===== src/rtl/uart_tx_framer.sv =====
// UART transmit framer: start bit, 8 data bits LSB first, optional parity,
// 1 or 2 stop bits. Edge-triggered send request, registered serial output.
module uart_tx_framer #(
    parameter int unsigned CLKS_PER_BIT = 434,
    parameter int unsigned PARITY       = 0,
    parameter int unsigned STOP_BITS    = 1
) (
    input  logic       Clk,
    input  logic       Reset,
    input  logic [7:0] Tx_Data,
    input  logic       Tx_Send,
    output logic       Tx_Busy,
    output logic       Tx_Done,
    output logic       Tx
);

    localparam int unsigned     CNT_W      = (CLKS_PER_BIT > 1) ? $clog2(CLKS_PER_BIT) : 1;
    localparam logic [CNT_W-1:0] BAUD_LAST = CNT_W'(CLKS_PER_BIT - 1);
    localparam logic            STOP_LAST  = 1'(STOP_BITS - 1);
    localparam logic            HAS_PARITY = (PARITY != 0);
    localparam logic            ODD_PARITY = (PARITY == 2);

    typedef enum logic [2:0] {
        S_IDLE,
        S_START,
        S_DATA,
        S_PARITY,
        S_STOP
    } state_t;

    state_t             state;
    state_t             state_nxt;
    logic [CNT_W-1:0]   baud_cnt;
    logic [2:0]         bit_cnt;
    logic               stop_cnt;
    logic [7:0]         shift;
    logic [7:0]         shift_nxt;
    logic               parity_bit;
    logic               send_q;
    logic               req;
    logic               bit_end;
    logic               tx_nxt;
    logic               busy_nxt;
    logic               done_nxt;

    // A request is a rising edge of the send level
    assign req     = Tx_Send & ~send_q;
    assign bit_end = (baud_cnt == BAUD_LAST);

    // State register
    always_ff @(posedge Clk or posedge Reset) begin
        if (Reset) begin
            state <= S_IDLE;
        end else begin
            state <= state_nxt;
        end
    end

    // Next-state logic; completion edge lands in IDLE so a request there is not seen
    always_comb begin
        state_nxt = state;
        case (state)
            S_IDLE:   if (req) state_nxt = S_START;
            S_START:  if (bit_end) state_nxt = S_DATA;
            S_DATA:   if (bit_end && (bit_cnt == 3'd7)) state_nxt = HAS_PARITY ? S_PARITY : S_STOP;
            S_PARITY: if (bit_end) state_nxt = S_STOP;
            S_STOP:   if (bit_end && (stop_cnt == STOP_LAST)) state_nxt = S_IDLE;
            default:  state_nxt = S_IDLE;
        endcase
    end

    // Next shift-register contents: load on accept, shift right at data-bit boundaries
    always_comb begin
        shift_nxt = shift;
        if ((state == S_IDLE) && req) begin
            shift_nxt = Tx_Data;
        end else if ((state == S_DATA) && bit_end) begin
            shift_nxt = {1'b0, shift[7:1]};
        end
    end

    // Output decode from the next state so Tx/Tx_Busy change on the same edge as the state
    always_comb begin
        tx_nxt   = 1'b1;
        busy_nxt = (state_nxt != S_IDLE);
        done_nxt = (state == S_STOP) && (state_nxt == S_IDLE);
        case (state_nxt)
            S_START:  tx_nxt = 1'b0;
            S_DATA:   tx_nxt = shift_nxt[0];
            S_PARITY: tx_nxt = parity_bit;
            default:  tx_nxt = 1'b1;
        endcase
    end

    // Datapath registers, counters and registered outputs
    always_ff @(posedge Clk or posedge Reset) begin
        if (Reset) begin
            baud_cnt   <= '0;
            bit_cnt    <= '0;
            stop_cnt   <= 1'b0;
            shift      <= '0;
            parity_bit <= 1'b0;
            send_q     <= 1'b1;
            Tx         <= 1'b1;
            Tx_Busy    <= 1'b0;
            Tx_Done    <= 1'b0;
        end else begin
            send_q  <= Tx_Send;
            shift   <= shift_nxt;
            Tx      <= tx_nxt;
            Tx_Busy <= busy_nxt;
            Tx_Done <= done_nxt;

            if ((state == S_IDLE) && req) begin
                parity_bit <= (^Tx_Data) ^ ODD_PARITY;
            end

            if ((state == S_IDLE) || bit_end) begin
                baud_cnt <= '0;
            end else begin
                baud_cnt <= baud_cnt + CNT_W'(1);
            end

            if (state != S_DATA) begin
                bit_cnt <= '0;
            end else if (bit_end) begin
                bit_cnt <= bit_cnt + 3'd1;
            end

            if (state != S_STOP) begin
                stop_cnt <= 1'b0;
            end else if (bit_end) begin
                stop_cnt <= ~stop_cnt;
            end
        end
    end

endmodule


===== config.mk =====
export PLATFORM = sky130hd
export DESIGN_NAME = uart_tx_framer
export DESIGN_NICKNAME = d
export VERILOG_FILES = /design/src/rtl/uart_tx_framer.sv
export SDC_FILE = /design/constraint.sdc
export NUM_CORES = 1
export LEC_CHECK = 0
export BUFFER_PORTS_ARGS = -buffer_cell sky130_fd_sc_hd__buf_2
export CAP_MARGIN = 40
export CORE_ASPECT_RATIO = 0.75
export CORE_UTILIZATION = 57
export CTS_CLUSTER_SIZE = 12
export DETAILED_ROUTE_END_ITERATION = 8
export PLACE_DENSITY = 0.87
export REMOVE_ABC_BUFFERS = 1
export SYNTH_ARGS = -nofsm -noshare
export SYNTH_HDL_FRONTEND = slang
export SYNTH_SLANG_ARGS = --single-unit

===== constraint.sdc =====
create_clock -name Clk -period 2.5 [get_ports Clk]
set_clock_uncertainty 0.05 [all_clocks]
set_input_delay 0.25 -clock Clk [delete_from_list [all_inputs] [get_ports Clk]]
set_output_delay 0.25 -clock Clk [all_outputs]
set_load 0.1 [all_outputs]

==> Word-level counts from Yosys, hierarchy flattened <==
Cells that the tools add are included.
{ "word_totals": {"register_bits": 29, "latch_bits": 0, "ramBits": 0, "mem_bits_ro": 0, "wordCells": 54, "memories": 0} }
{ "classes": {"add_sub_neg": 2, "multipliers": 0, "div": 0, "magnitude_cmp": 0, "eq_ne": 11, "shift": 0, "n_mux": 14, "n_bitwise": 3, "n_reduce_logical": 13} }
{ "op_table": {"columns": ["cell", "count"], "rows": [
  ["2-to-1 mux 3 bit", 7],
  ["2-to-1 mux 8 bit", 2],
  ["case mux 3 bit (5 select lines)", 1],
  ["equality test 3 x 2 -> 1 bit, second input constant", 4],
  ["adder 9 x 1 -> 9 bit, second input constant", 1],
  ["equality test 9 bit, second input constant", 1],
  ["2-to-1 mux 9 bit", 1],
  ["parity 8 bit", 1],
  ["equality test 3 x 1 -> 1 bit, second input constant", 2],
  ["equality test 3 bit, second input constant", 2],
  ["logical NOT 3 bit", 2],
  ["nonzero test 2 bit", 3],
  ["logical AND 1 bit", 5],
  ["adder 3 x 1 -> 3 bit, second input constant", 1],
  ["!= test 3 x 2 -> 1 bit, second input constant", 1],
  ["!= test 3 bit, second input constant", 1],
  ["case mux 1 bit (3 select lines)", 1],
  ["nonzero test 3 bit", 1],
  ["2-to-1 mux 1 bit", 2],
  ["inverter 1 bit", 2],
  ["bitwise AND 1 bit", 1],
  ["logical OR 1 bit", 1]
]} }

==> Depth between registers and ports, before layout <==
{ "logic_depth": {"depth_word": 6, "mapped_depth": 7} }

==> Least setup slack after synthesis <==
OpenSTA, ideal clock, no wires.
{ "synth_path": {"path_type": "register -> register", "startpoint": "register baud_cnt[1]", "endpoint": "register Tx_Busy", "setup_ns": 0.131, "t_arrival_ns": 1.706, "required_time_ns": 2.319, "path_slack_ns": 0.612, "path_stages_with_launch": 8, "path_buffers": 1, "path_cell_list": "dfrtp_1 > inv_1 > ha_1 > nand4b_4 > or2_0 > buf_2 > a31o_2 > or3_1"} }
{ "synth_via": {"elab_chain_cells": 5} }
{ "synth_lines": {"columns": ["item", "line", "rtl"], "rows": [
  ["start, declared", "33", "logic [CNT_W-1:0] baud_cnt;"],
  ["start signal, assigned", "121", "baud_cnt <= baud_cnt + CNT_W'(1);"],
  ["equality test 9 bit *", "48", "assign bit_end = (baud_cnt == BAUD_LAST);"],
  ["logical AND 1 bit (on tied branches)", "67, 65", null],
  ["2-to-1 mux 3 bit (on tied branches)", "67, 65", null],
  ["case mux 3 bit (5 select lines) *", "62", "case (state)"],
  ["net state_nxt[0]", "32", "state_t state_nxt;"],
  ["nonzero test 3 bit *", "85", "busy_nxt = (state_nxt != S_IDLE);"],
  ["net busy_nxt", "43", "logic busy_nxt;"],
  ["end signal, assigned", "111", "Tx_Busy <= busy_nxt;"],
  ["end, declared", "12", "output logic Tx_Busy,"]
]} }
The timed path passes the listed nets; every way through them passes the cells marked *.
A chain may end at the register's enable or synchronous reset.

==> Worst setup path after layout <==
Same ends and word-level chain as after synthesis.

==> results by group <==
Run status
  • Status: complete, no violations

Logic synthesis
  • Leading area contributor after synthesis: sky130_fd_sc_hd__dfrtp_1
  • Count of different cell masters after synthesis: 39
  • Number of synthesized flops with an enable pin: 0
  • Post-synthesis instance area: 1474 sq um
  • Synthesized area per cell: 11.08 sq um
  • Top area cells in the synthesized netlist: sky130_fd_sc_hd__dfrtp_1 (46%), sky130_fd_sc_hd__xnor2_1 (6.5%), sky130_fd_sc_hd__nor2_1 (4.3%), sky130_fd_sc_hd__dfstp_2 (3.6%), sky130_fd_sc_hd__ha_1 (3.4%)
  • Post-Syn Instances: 133
  • Most used flip-flop cell after synthesis: sky130_fd_sc_hd__dfrtp_1
  • Warning count from the yosys run: 0
  • Yosys top cell area share: 45.84%
  • Proportion of register bits with asynchronous set or reset after synthesis: 100.0%
  • Synthesis-stage register bit count: 29
  • Proportion of synthesized chip area in sequential cells: 49.41%

Floorplanning
  • Top-level I/O count: 14
  • Area of the placeable core: 2365 sq um
  • Horiz. Die Dim: 60.72 um
  • Std-Cell Rows: 15
  • Vert. Die Dim: 46.04 um
  • Die Footprint: 2795 sq um
  • Initial Util: 62.33%

Critical path
  • Worst endpoint data arrival time: 2.30 ns
  • Sort of element at the start of the critical path: register
  • Largest fanout on the critical path: 9
  • Critical path endpoint category: register
  • Data required time at the worst endpoint: 2.65 ns
  • Setup Crit Path Kind: reg2reg

Global routing
  • Global-route met3 utilization: 6.818%
  • All-layer global routing usage: 22.60%
  • Number of global-route vias before repair: 981
  • Wire length of the first global-routing pass: 4291 um
  • Largest net degree at the start of global routing: 30
  • Most used routing layer: met2
  • M2 GR Usage: 34.95%
  • Fraction of met1 tracks used by global routing: 28.47%
  • Total grt overflow: 0
  • Number of antenna violations at the first check in global routing: 0

Clock tree
  • Clock tree from TritonCTS: built
  • Clk Tree Root Cell: sky130_fd_sc_hd__clkbuf_4
  • Clock network latency to the later pin of the worst-skew pair: 0.33 ns
  • CTS Buffer Depth: 2
  • Post-CTS Setup Inserts: 0
  • Inserted Clock Buffers: 5
  • Clock slew at reported path FFs: 0.09 ns
  • Total number of clock tree sinks: 29
  • Number of H-tree branching levels: 2

Timing
  • Post-route fraction of the period consumed by the critical path: 85.83%
  • Final setup vio count: 0
  • Worst Tran Pin Value: 0.5765 ns
  • RSZ-0062 raised after global routing: false
  • Setup tns final: 0 ns
  • Fmax: 466.0 MHz
  • Number of slew-limit violations in the final report: 0
  • Shortest clock period the worst path allows after layout: 2.146 ns
  • Final-report hold violation count: 0
  • Worst rel slew slack: 61.56%

Placed design
  • Number of I/O port buffers: 13
  • Estimated wirelength of the detail-placed design: 1885 um
  • Dpl cells: 177
  • Gp weighted congestion: 0.8232

Power
  • Clock network power share: 22.9%
  • Power density relative to cell area: 705.6 nW/um^2
  • Leakage power figure: 0.0008225 uW
  • Int Power: 778.5 uW
  • Max IR drop VDD: 468.3 uV
  • Combinational power share: 22.3%
  • Switching power total: 374.6 uW
  • Net Sw Frac: 32.48%
  • Sequential group share of total power: 54.8%

Layout
  • Count of non-filler cells in the finished layout: 187
  • Layout Area Growth over Synthesis: 10.87%
  • Most common cell after layout, fill and taps aside: sky130_fd_sc_hd__dfrtp_1
  • N_diodes: 0
  • Most used cells in the layout excluding fill and tap cells: sky130_fd_sc_hd__dfrtp_1 (27), sky130_fd_sc_hd__nor2_1 (17), sky130_fd_sc_hd__buf_2 (14)
  • Count of nets after finishing: 167
  • Layout cells sized above 1: 20.92%

Route
  • Detailed Route WL: 2577 um
  • Avg WL per Cell: 13.78 um
  • Vias post-DR: 1025
  • DRT antenna net count: 0
  • Average vias per placed instance: 5.481
  • Number of iterations in the first detailed-routing pass: 4
  • DRC violations left: 0
  • Violation count after the first detailed-route iteration: 40

Flow run
  • Number of violations of the max-capacitance limit: 0

Hold path
  • Classification of the worst-slack hold path: in2reg
[repair_timing]
| action | in CTS | in global routing |
|---|---|---|
| gates resized for setup | 0 | 0 |
| endpoints found under the hold margin | 28 | 0 |
| hold buffers | 2 | 0 |
[critical path, stage by stage, from the launching register on]
cell	delay, ns
sky130_fd_sc_hd__dfrtp_1	0.43
sky130_fd_sc_hd__inv_1	0.07
sky130_fd_sc_hd__ha_1	0.18
sky130_fd_sc_hd__nand4b_4	0.16
sky130_fd_sc_hd__or2_0	0.46
sky130_fd_sc_hd__a31o_2	0.35
sky130_fd_sc_hd__or3_1	0.32
[synth_stat cells, types with 2 or more instances]
library cell / count
sky130_fd_sc_hd__xor2_1: 5
sky130_fd_sc_hd__dfrtp_1: 27
sky130_fd_sc_hd__buf_2: 4
sky130_fd_sc_hd__mux2i_1: 2
sky130_fd_sc_hd__a21oi_1: 2
sky130_fd_sc_hd__a21o_1: 5
sky130_fd_sc_hd__nand3_1: 4
sky130_fd_sc_hd__nor3_1: 5
sky130_fd_sc_hd__dfstp_2: 2
sky130_fd_sc_hd__nand2_1: 7
sky130_fd_sc_hd__inv_1: 7
sky130_fd_sc_hd__or3_1: 2
sky130_fd_sc_hd__a22o_1: 5
sky130_fd_sc_hd__xnor2_1: 11
sky130_fd_sc_hd__ha_1: 4
sky130_fd_sc_hd__o31ai_1: 2
sky130_fd_sc_hd__nor2_1: 17
[power groups by stage]
stage | clock network (uW) | registers (uW) | logic [uW]
5_1_grt | 295 | 649 | 287
3_5_place_dp | 0 | 641 | 257
4_1_cts | 271 | 633 | 261
6_report | 264 | 632 | 257
3_3_place_gp | 0 | 636 | 242
2_1_floorplan | 0 | 651 | 174
[layout make-up]
type                       count  area [sq um]
fill                         206         730.7
sequential                    29         728.2
multi-input combinational     91         680.7
timing repair buffer          18         105.1
tap                           34         42.54
clock buffer                   6         41.29
inverter                       7         26.28
clock inverter                 2         10.01
[worst paths after layout]
check | startpoint | to | slack (ns) | depth (start not counted)
worst max-delay path | baud_cnt[1] | Tx_Busy | 0.35 | 6
min in group asynchronous | Reset | shift[5] | 0.46 | 4
worst min-delay path | Tx_Data[7] | shift[7] | 0.12 | 3
worst max register to register | baud_cnt[1] | Tx_Busy | 0.35 | 6
max in group asynchronous | Reset | Tx | 1.62 | 4
worst min register to register | shift[6] | shift[6] | 0.44 | 1
[logic make-up (layout without fill, tap and decap cells)]
logic type / count (synthesis) / in the layout / share of synthesized area (%)
multiplexers: 2 / 2 / 1.358
flip-flops: 29 / 29 / 49.41
adder cells (fa/ha/maj): 4 / 4 / 3.396
XOR/XNOR: 16 / 16 / 9.507
AND/OR/NAND/NOR: 46 / 46 / 19.02
buffers and inverters: 13 / 33 / 4.415
AO/OA/AOI/OAI: 23 / 23 / 12.90
[metal layers]
metal | up-vias | routed length (um)
met1 | 498 | 1198
met3 | 9 | 90
met4 | 0 | 63
met5 | - | 0
met2 | 21 | 1225
li1 | 497 | -
[flip-flops by register name (all words and copies together) (netlist names), 3 cells and up]
register,flops
bit_cnt,3
baud_cnt,9
shift,8
state,3
[stage by stage]
| step | hold slack [ns] | setup slack, ns | cell area, sq um | total power (uW) | util, % |
|---|---|---|---|---|---|
| after floorplan | 0.2045 | 0.5452 | 1435 | 825.2 | - |
| after global placement | 0.2701 | 0.4723 | 1558 | 877.3 | 65.87 |
| after detailed placement | 0.2791 | 0.3701 | 1563 | 898.7 | 66.08 |
| after CTS | 0.1080 | 0.3557 | 1634 | 1165 | 69.10 |
| after global routing | 0.1291 | 0.2456 | 1634 | 1231 | 69.10 |
| final | 0.1204 | 0.3541 | 1634 | 1153 | 69.10 |
(Power assumes the default switching activity.)
